===== config.mk =====
export PLATFORM = sky130hd
export DESIGN_NAME = aes_round_ctrl
export DESIGN_NICKNAME = d
export VERILOG_FILES = /design/src/rtl/aes_pkg.sv /design/src/rtl/aes_round_mix.sv /design/src/rtl/aes_round_ctrl.sv
export SDC_FILE = /design/constraint.sdc
export NUM_CORES = 1
export LEC_CHECK = 0
export BUFFER_PORTS_ARGS = -buffer_cell sky130_fd_sc_hd__buf_2
export CELL_PAD_IN_SITES_DETAIL_PLACEMENT = 1
export CELL_PAD_IN_SITES_GLOBAL_PLACEMENT = 1
export CORE_AREA = 2 2 253 255
export CTS_CLUSTER_DIAMETER = 150
export CTS_CLUSTER_SIZE = 40
export DETAILED_ROUTE_END_ITERATION = 10
export DIE_AREA = 0 0 255 257
export HOLD_SLACK_MARGIN = 0.15
export PLACE_DENSITY = 0.71
export SYNTH_ARGS = -nofsm -noshare
export SYNTH_HDL_FRONTEND = slang
export SYNTH_SLANG_ARGS = --single-unit

===== constraint.sdc =====
create_clock -name clk -period 1.9 [get_ports clk]
set_input_delay 0.19 -clock clk [delete_from_list [all_inputs] [get_ports clk]]
set_output_delay 0.19 -clock clk [all_outputs]
set_load 0.02 [all_outputs]

===== src/rtl/aes_pkg.sv =====
// Shared AES-128 types, constants and GF(2^8) round helpers.
// Byte i of a block sits at [127-8i -: 8]; column c is [127-32c -: 32].
package aes_pkg;

    localparam int unsigned NR_128    = 10;
    localparam logic [7:0]  AES_POLY  = 8'h1B;
    localparam int unsigned BLK_W     = 128;
    localparam int unsigned COL_W     = 32;
    localparam int unsigned RK_ADDR_W = 4;

    typedef enum logic [2:0] {
        ST_IDLE,
        ST_INIT,
        ST_SUB,
        ST_MIX,
        ST_DONE
    } aes_state_e;

    // Multiply by x in GF(2^8), reducing by x^8+x^4+x^3+x+1.
    function automatic logic [7:0] xtime(input logic [7:0] b);
        return {b[6:0], 1'b0} ^ (b[7] ? AES_POLY : 8'h00);
    endfunction

    // Row r rotates left by r columns.
    function automatic logic [BLK_W-1:0] shift_rows(input logic [BLK_W-1:0] s);
        logic [BLK_W-1:0] o;
        o = '0;
        for (int c = 0; c < 4; c++) begin
            for (int r = 0; r < 4; r++) begin
                o[BLK_W-1 - 8*(4*c + r) -: 8] = s[BLK_W-1 - 8*(4*((c + r) % 4) + r) -: 8];
            end
        end
        return o;
    endfunction

    function automatic logic [COL_W-1:0] mix_column(input logic [COL_W-1:0] col);
        logic [7:0] a0, a1, a2, a3;
        logic [7:0] b0, b1, b2, b3;
        a0 = col[31:24];
        a1 = col[23:16];
        a2 = col[15:8];
        a3 = col[7:0];
        b0 = xtime(a0) ^ xtime(a1) ^ a1 ^ a2 ^ a3;
        b1 = a0 ^ xtime(a1) ^ xtime(a2) ^ a2 ^ a3;
        b2 = a0 ^ a1 ^ xtime(a2) ^ xtime(a3) ^ a3;
        b3 = xtime(a0) ^ a0 ^ a1 ^ a2 ^ xtime(a3);
        return {b0, b1, b2, b3};
    endfunction

    function automatic logic [BLK_W-1:0] mix_columns(input logic [BLK_W-1:0] s);
        logic [BLK_W-1:0] o;
        o = '0;
        for (int c = 0; c < 4; c++) begin
            o[BLK_W-1 - COL_W*c -: COL_W] = mix_column(s[BLK_W-1 - COL_W*c -: COL_W]);
        end
        return o;
    endfunction

endpackage


===== src/rtl/aes_round_mix.sv =====
// Round tail after SubBytes: ShiftRows, MixColumns (skipped on the last
// round) and AddRoundKey. Purely combinational.
module aes_round_mix
    import aes_pkg::*;
(
    input  logic [BLK_W-1:0] i_sb_result,
    input  logic [BLK_W-1:0] i_rk_data,
    input  logic             i_last,
    output logic [BLK_W-1:0] o_next_state_c
);

    logic [BLK_W-1:0] w_shifted;
    logic [BLK_W-1:0] w_mixed;

    always_comb begin
        w_shifted      = shift_rows(i_sb_result);
        w_mixed        = mix_columns(w_shifted);
        o_next_state_c = (i_last ? w_shifted : w_mixed) ^ i_rk_data;
    end

endmodule


===== src/rtl/aes_round_ctrl.sv =====
// Iterative AES-128 encryption sequencer around an external registered
// SubBytes unit and a 1-cycle round-key memory; one block in flight.
module aes_round_ctrl
    import aes_pkg::*;
#(
    parameter int unsigned NR         = NR_128,
    parameter int unsigned SB_LATENCY = 1
) (
    input  logic                 clk,
    input  logic                 rst,
    input  logic                 in_valid,
    output logic                 in_ready,
    input  logic [BLK_W-1:0]     in_data,
    output logic                 out_valid,
    input  logic                 out_ready,
    output logic [BLK_W-1:0]     out_data,
    output logic                 busy,
    output logic [BLK_W-1:0]     sb_data,
    input  logic [BLK_W-1:0]     sb_result,
    output logic [RK_ADDR_W-1:0] rk_addr,
    input  logic [BLK_W-1:0]     rk_data
);

    localparam int unsigned LAT_W = (SB_LATENCY > 1) ? $clog2(SB_LATENCY) : 1;
    localparam logic [LAT_W-1:0]     LAT_LAST = LAT_W'(SB_LATENCY - 1);
    localparam logic [RK_ADDR_W-1:0] LAST_RND = RK_ADDR_W'(NR);

    aes_state_e             r_fsm;
    logic [BLK_W-1:0]       r_data;
    logic [RK_ADDR_W-1:0]   r_round;
    logic [LAT_W-1:0]       r_lat_cnt;
    logic                   r_in_ready;
    logic                   r_out_valid;
    logic                   r_busy;
    logic [RK_ADDR_W-1:0]   r_rk_addr;

    aes_state_e             w_fsm_nxt;
    logic [BLK_W-1:0]       w_data_nxt;
    logic [RK_ADDR_W-1:0]   w_round_nxt;
    logic [LAT_W-1:0]       w_lat_nxt;
    logic                   w_in_ready_nxt;
    logic                   w_out_valid_nxt;
    logic                   w_busy_nxt;
    logic [RK_ADDR_W-1:0]   w_rk_addr_nxt;
    logic                   w_last;
    logic [BLK_W-1:0]       w_round_out;

    assign w_last = (r_round == LAST_RND);

    aes_round_mix u_mix (
        .i_sb_result    (sb_result),
        .i_rk_data      (rk_data),
        .i_last         (w_last),
        .o_next_state_c (w_round_out)
    );

    // State register; reset aborts any block in flight.
    always_ff @(posedge clk) begin
        if (!rst) begin
            r_fsm       <= ST_IDLE;
            r_data      <= '0;
            r_round     <= '0;
            r_lat_cnt   <= '0;
            r_in_ready  <= 1'b0;
            r_out_valid <= 1'b0;
            r_busy      <= 1'b0;
            r_rk_addr   <= '0;
        end else begin
            r_fsm       <= w_fsm_nxt;
            r_data      <= w_data_nxt;
            r_round     <= w_round_nxt;
            r_lat_cnt   <= w_lat_nxt;
            r_in_ready  <= w_in_ready_nxt;
            r_out_valid <= w_out_valid_nxt;
            r_busy      <= w_busy_nxt;
            r_rk_addr   <= w_rk_addr_nxt;
        end
    end

    // Next-state logic; outputs are decoded from next state so they register cleanly.
    always_comb begin
        w_fsm_nxt   = r_fsm;
        w_data_nxt  = r_data;
        w_round_nxt = r_round;
        w_lat_nxt   = r_lat_cnt;

        case (r_fsm)
            ST_IDLE: begin
                if (in_valid && r_in_ready) begin
                    w_data_nxt = in_data;
                    w_fsm_nxt  = ST_INIT;
                end
            end
            ST_INIT: begin
                w_data_nxt  = r_data ^ rk_data;
                w_round_nxt = RK_ADDR_W'(1);
                w_lat_nxt   = '0;
                w_fsm_nxt   = ST_SUB;
            end
            ST_SUB: begin
                w_lat_nxt = r_lat_cnt + 1'b1;
                if (r_lat_cnt == LAT_LAST) begin
                    w_fsm_nxt = ST_MIX;
                end
            end
            ST_MIX: begin
                w_data_nxt = w_round_out;
                if (w_last) begin
                    w_fsm_nxt = ST_DONE;
                end else begin
                    w_round_nxt = r_round + 1'b1;
                    w_lat_nxt   = '0;
                    w_fsm_nxt   = ST_SUB;
                end
            end
            ST_DONE: begin
                if (out_ready) begin
                    w_fsm_nxt = ST_IDLE;
                end
            end
            default: begin
                w_fsm_nxt = ST_IDLE;
            end
        endcase

        w_in_ready_nxt  = (w_fsm_nxt == ST_IDLE);
        w_out_valid_nxt = (w_fsm_nxt == ST_DONE);
        w_busy_nxt      = (w_fsm_nxt != ST_IDLE);
        w_rk_addr_nxt   = ((w_fsm_nxt == ST_SUB) || (w_fsm_nxt == ST_MIX)) ? w_round_nxt : '0;
    end

    assign in_ready  = r_in_ready;
    assign out_valid = r_out_valid;
    assign busy      = r_busy;
    assign rk_addr   = r_rk_addr;
    assign out_data  = r_data;
    assign sb_data   = r_data;

endmodule


==> flow_summary.json <==
{
  "mostFrequentLayoutCell": "buf_2",
  "vias_per_cell": 5.32,
  "antenna_found_initial": 24,
  "crit_path_end_kind": "flip-flop",
  "synth-edff-count": 0,
  "place_area_um2": 20000,
  "cts_tree": "done",
  "finalSetupTns_ns": -3.08,
  "yosysWarnings": 0,
  "ir_drop_mv": 0.752,
  "die_h_um": 257,
  "seq_area_frac_synth_pct": 18.2,
  "vias": 19132,
  "wirelength_mm": 96.2,
  "grt_overflow": 0,
  "max_slew_margin_pct": 56.3,
  "n_fill_cell": 7378,
  "violations": "setup timing",
  "crit_fanout": 7,
  "cp.required_ns": 2.26,
  "final.setup_skew_ns": 0.0121,
  "final_cell_mix": "650 x buf_2, 264 x xnor2_1, 260 x dlygate4sd3_1",
  "synth-seq-cells": 143,
  "finalMaxSlewViolations": 0,
  "start_util_pct": 25.0,
  "setup_viol": 79,
  "netlist_area_um2": 15700,
  "post-place-ws_ns": -0.141,
  "regArea_um2": 2880,
  "syn_nets": 2254,
  "top_level_ports": 651,
  "final_area_um2": 24800,
  "cts_buffers": 17,
  "io_buffer_count": 650,
  "synth.avg_cell_area_um2": 8.43,
  "worst_slack_ns": -0.129,
  "hold_viol_final": 0,
  "place_inst": 3215,
  "area_growth_pct": 57.9,
  "rsz0062_at_grt": "yes",
  "grt_max_degree": 68,
  "insertion_delay_ns": 0.51,
  "cts_root_buf": "clkbuf_16",
  "drtPass1Iterations": 6,
  "powerDensity_nw_per_um2": 645,
  "grt_pass1_wl_mm": 131,
  "multiInputGateArea_um2": 11600,
  "globalplace.congestion": 0.939,
  "track_usage_pct": 26.8,
  "rows": 92,
  "core_um2": 62700,
  "dieArea_um2": 65500,
  "worst_pin_slew_ns": 0.655,
  "numClockSinks": 143,
  "ctsLongestPathBuffers": 2,
  "status": "finished, violations left",
  "drc": 0,
  "worstSetupPathType": "reg2reg",
  "ant_nets": 0,
  "h-tree-depth": 4,
  "p_leak_nw": 10.9,
  "r2r_cells": 10,
  "yosysUniqueCellTypes": 44,
  "startpoint_type": "flip-flop",
  "syn-instance-count": 1864,
  "drv_cap": 0,
  "period_minus_slack_ns": 2.03,
  "holdWs_ns": 0.186,
  "min_path_type": "in2reg",
  "final_layout_size_suffix_gt1_share_pct": 37.3,
  "wire_per_inst_um": 26.8,
  "async_reset_ff_share_pct": 0,
  "hold_depth": 4,
  "dp_hpwl_mm": 66.7,
  "path_clk_slew_ns": 0.07,
  "synth_flop_cell": "dfxtp_1",
  "fmax_ghz": 0.493,
  "nNetsFinal": 3102,
  "first_global_vias": 19888,
  "period_share_pct": 107,
  "drt_iter0_markers": 1700,
  "die_w_um": 255,
  "critical_path_arrival_ns": 2.39,
  "fin_cells": 3593
}
==> cell families after synthesis <==
group / count (synthesis) / share of synthesized area [%]
buffers and inverters: 320 / 11.2
AND/OR/NAND/NOR: 364 / 11.6
flip-flops: 143 / 18.2
XOR/XNOR: 529 / 37.4
AO/OA/AOI/OAI: 502 / 21.1
adder cells (fa/ha/maj): 2 / 0.159
multiplexers: 4 / 0.287
==> layout make-up <==
| type | instances | share of cell area [%] |
|---|---|---|
| Sequential cell | 143 | 11.6 |
| Clock buffer | 19 | 1.75 |
| Antenna cell | 24 | 0.242 |
| Clock inverter | 11 | 0.676 |
| Multi-Input combinational cell | 1402 | 46.7 |
| Timing Repair Buffer | 1144 | 34.7 |
| Tap cell | 846 | 4.27 |
| Inverter | 4 | 0.0706 |
==> through the flow <==
stage	util (%)	power, mW
floorplan	-	8.55
global route	39.5	16.6
finish	39.5	16.0
detailed placement	31.8	11.2
global placement	31.8	11.0
CTS	37.7	15.6
==> report_power, final <==
part           switching [mW]  internal (mW)
sequential              0.540           3.33
clock                    1.66           2.17
combinational            4.56           3.74
==> routing by layer <==
metal	wire, µm	vias up	share of wire (%)	track usage [%]
met5	0	-	0	0
met4	4490	0	4.7	11.6
met3	6270	233	6.5	4.36
met2	45500	1012	47	44.0
met1	39900	9601	42	34.4
li1	-	8286	-	-
==> flip-flops by register name (all words and copies together) (netlist names) <==
register / cells
out_data: 128
in_ready: 1
rk_addr: 4
r_fsm: 3
busy: 1
out_valid: 1
r_lat_cnt: 1
r_round: 4
==> worst paths after layout <==
check                           startpoint      endpoint  slack (ns)
worst max-delay path            r_round[0]  out_data[36]       -0.13
worst min register to register   r_lat_cnt     r_lat_cnt        0.53
worst max register to register  r_round[0]  out_data[36]       -0.13
worst min-delay path              in_valid      in_ready        0.19
==> cell usage after synthesis, types with 11 or more instances <==
master    count  area share, %
o22ai_1      80            3.2
buf_2        55            1.8
xor2_1      171            9.5
o21ai_0     156            5.0
buf_1        11           0.26
clkbuf_1    118            2.8
xor3_1       14            2.1
o31a_1       28            1.6
xnor3_1      69            9.9
nand2_1      85            2.0
and3_1       36            1.4
and2_1       15           0.60
xnor2_1     264             15
o211ai_1     74            3.5
a31oi_1      17           0.68
a222oi_1     19            1.2
dfxtp_1     143             18
buf_4       128            6.1
a22oi_1     109            5.2
nand3_1     110            3.5
or4_1        15           0.72
nor4_1       30            1.2
nor2_1       54            1.3
==> critical path, cell delays in order, from the launching register on <==
cell      delay (ns)
dfxtp_2         0.35
inv_2           0.05
ha_4            0.15
and3b_4         0.21
buf_12          0.15
buf_16          0.15
buf_4           0.15
nand3_1         0.06
o21ai_0         0.09
a222oi_1        0.36
a31oi_1         0.14
==> repair_timing <==
item	CTS	global route
setup endpoints to repair	45	126
resized for setup	42	139
pin swaps	18	165
hold buffers	260	0
gates cloned	7	20
hold endpoints to repair	134	0
setup buffers	16	25
Note: power is estimated with default switching activity, not from simulation.
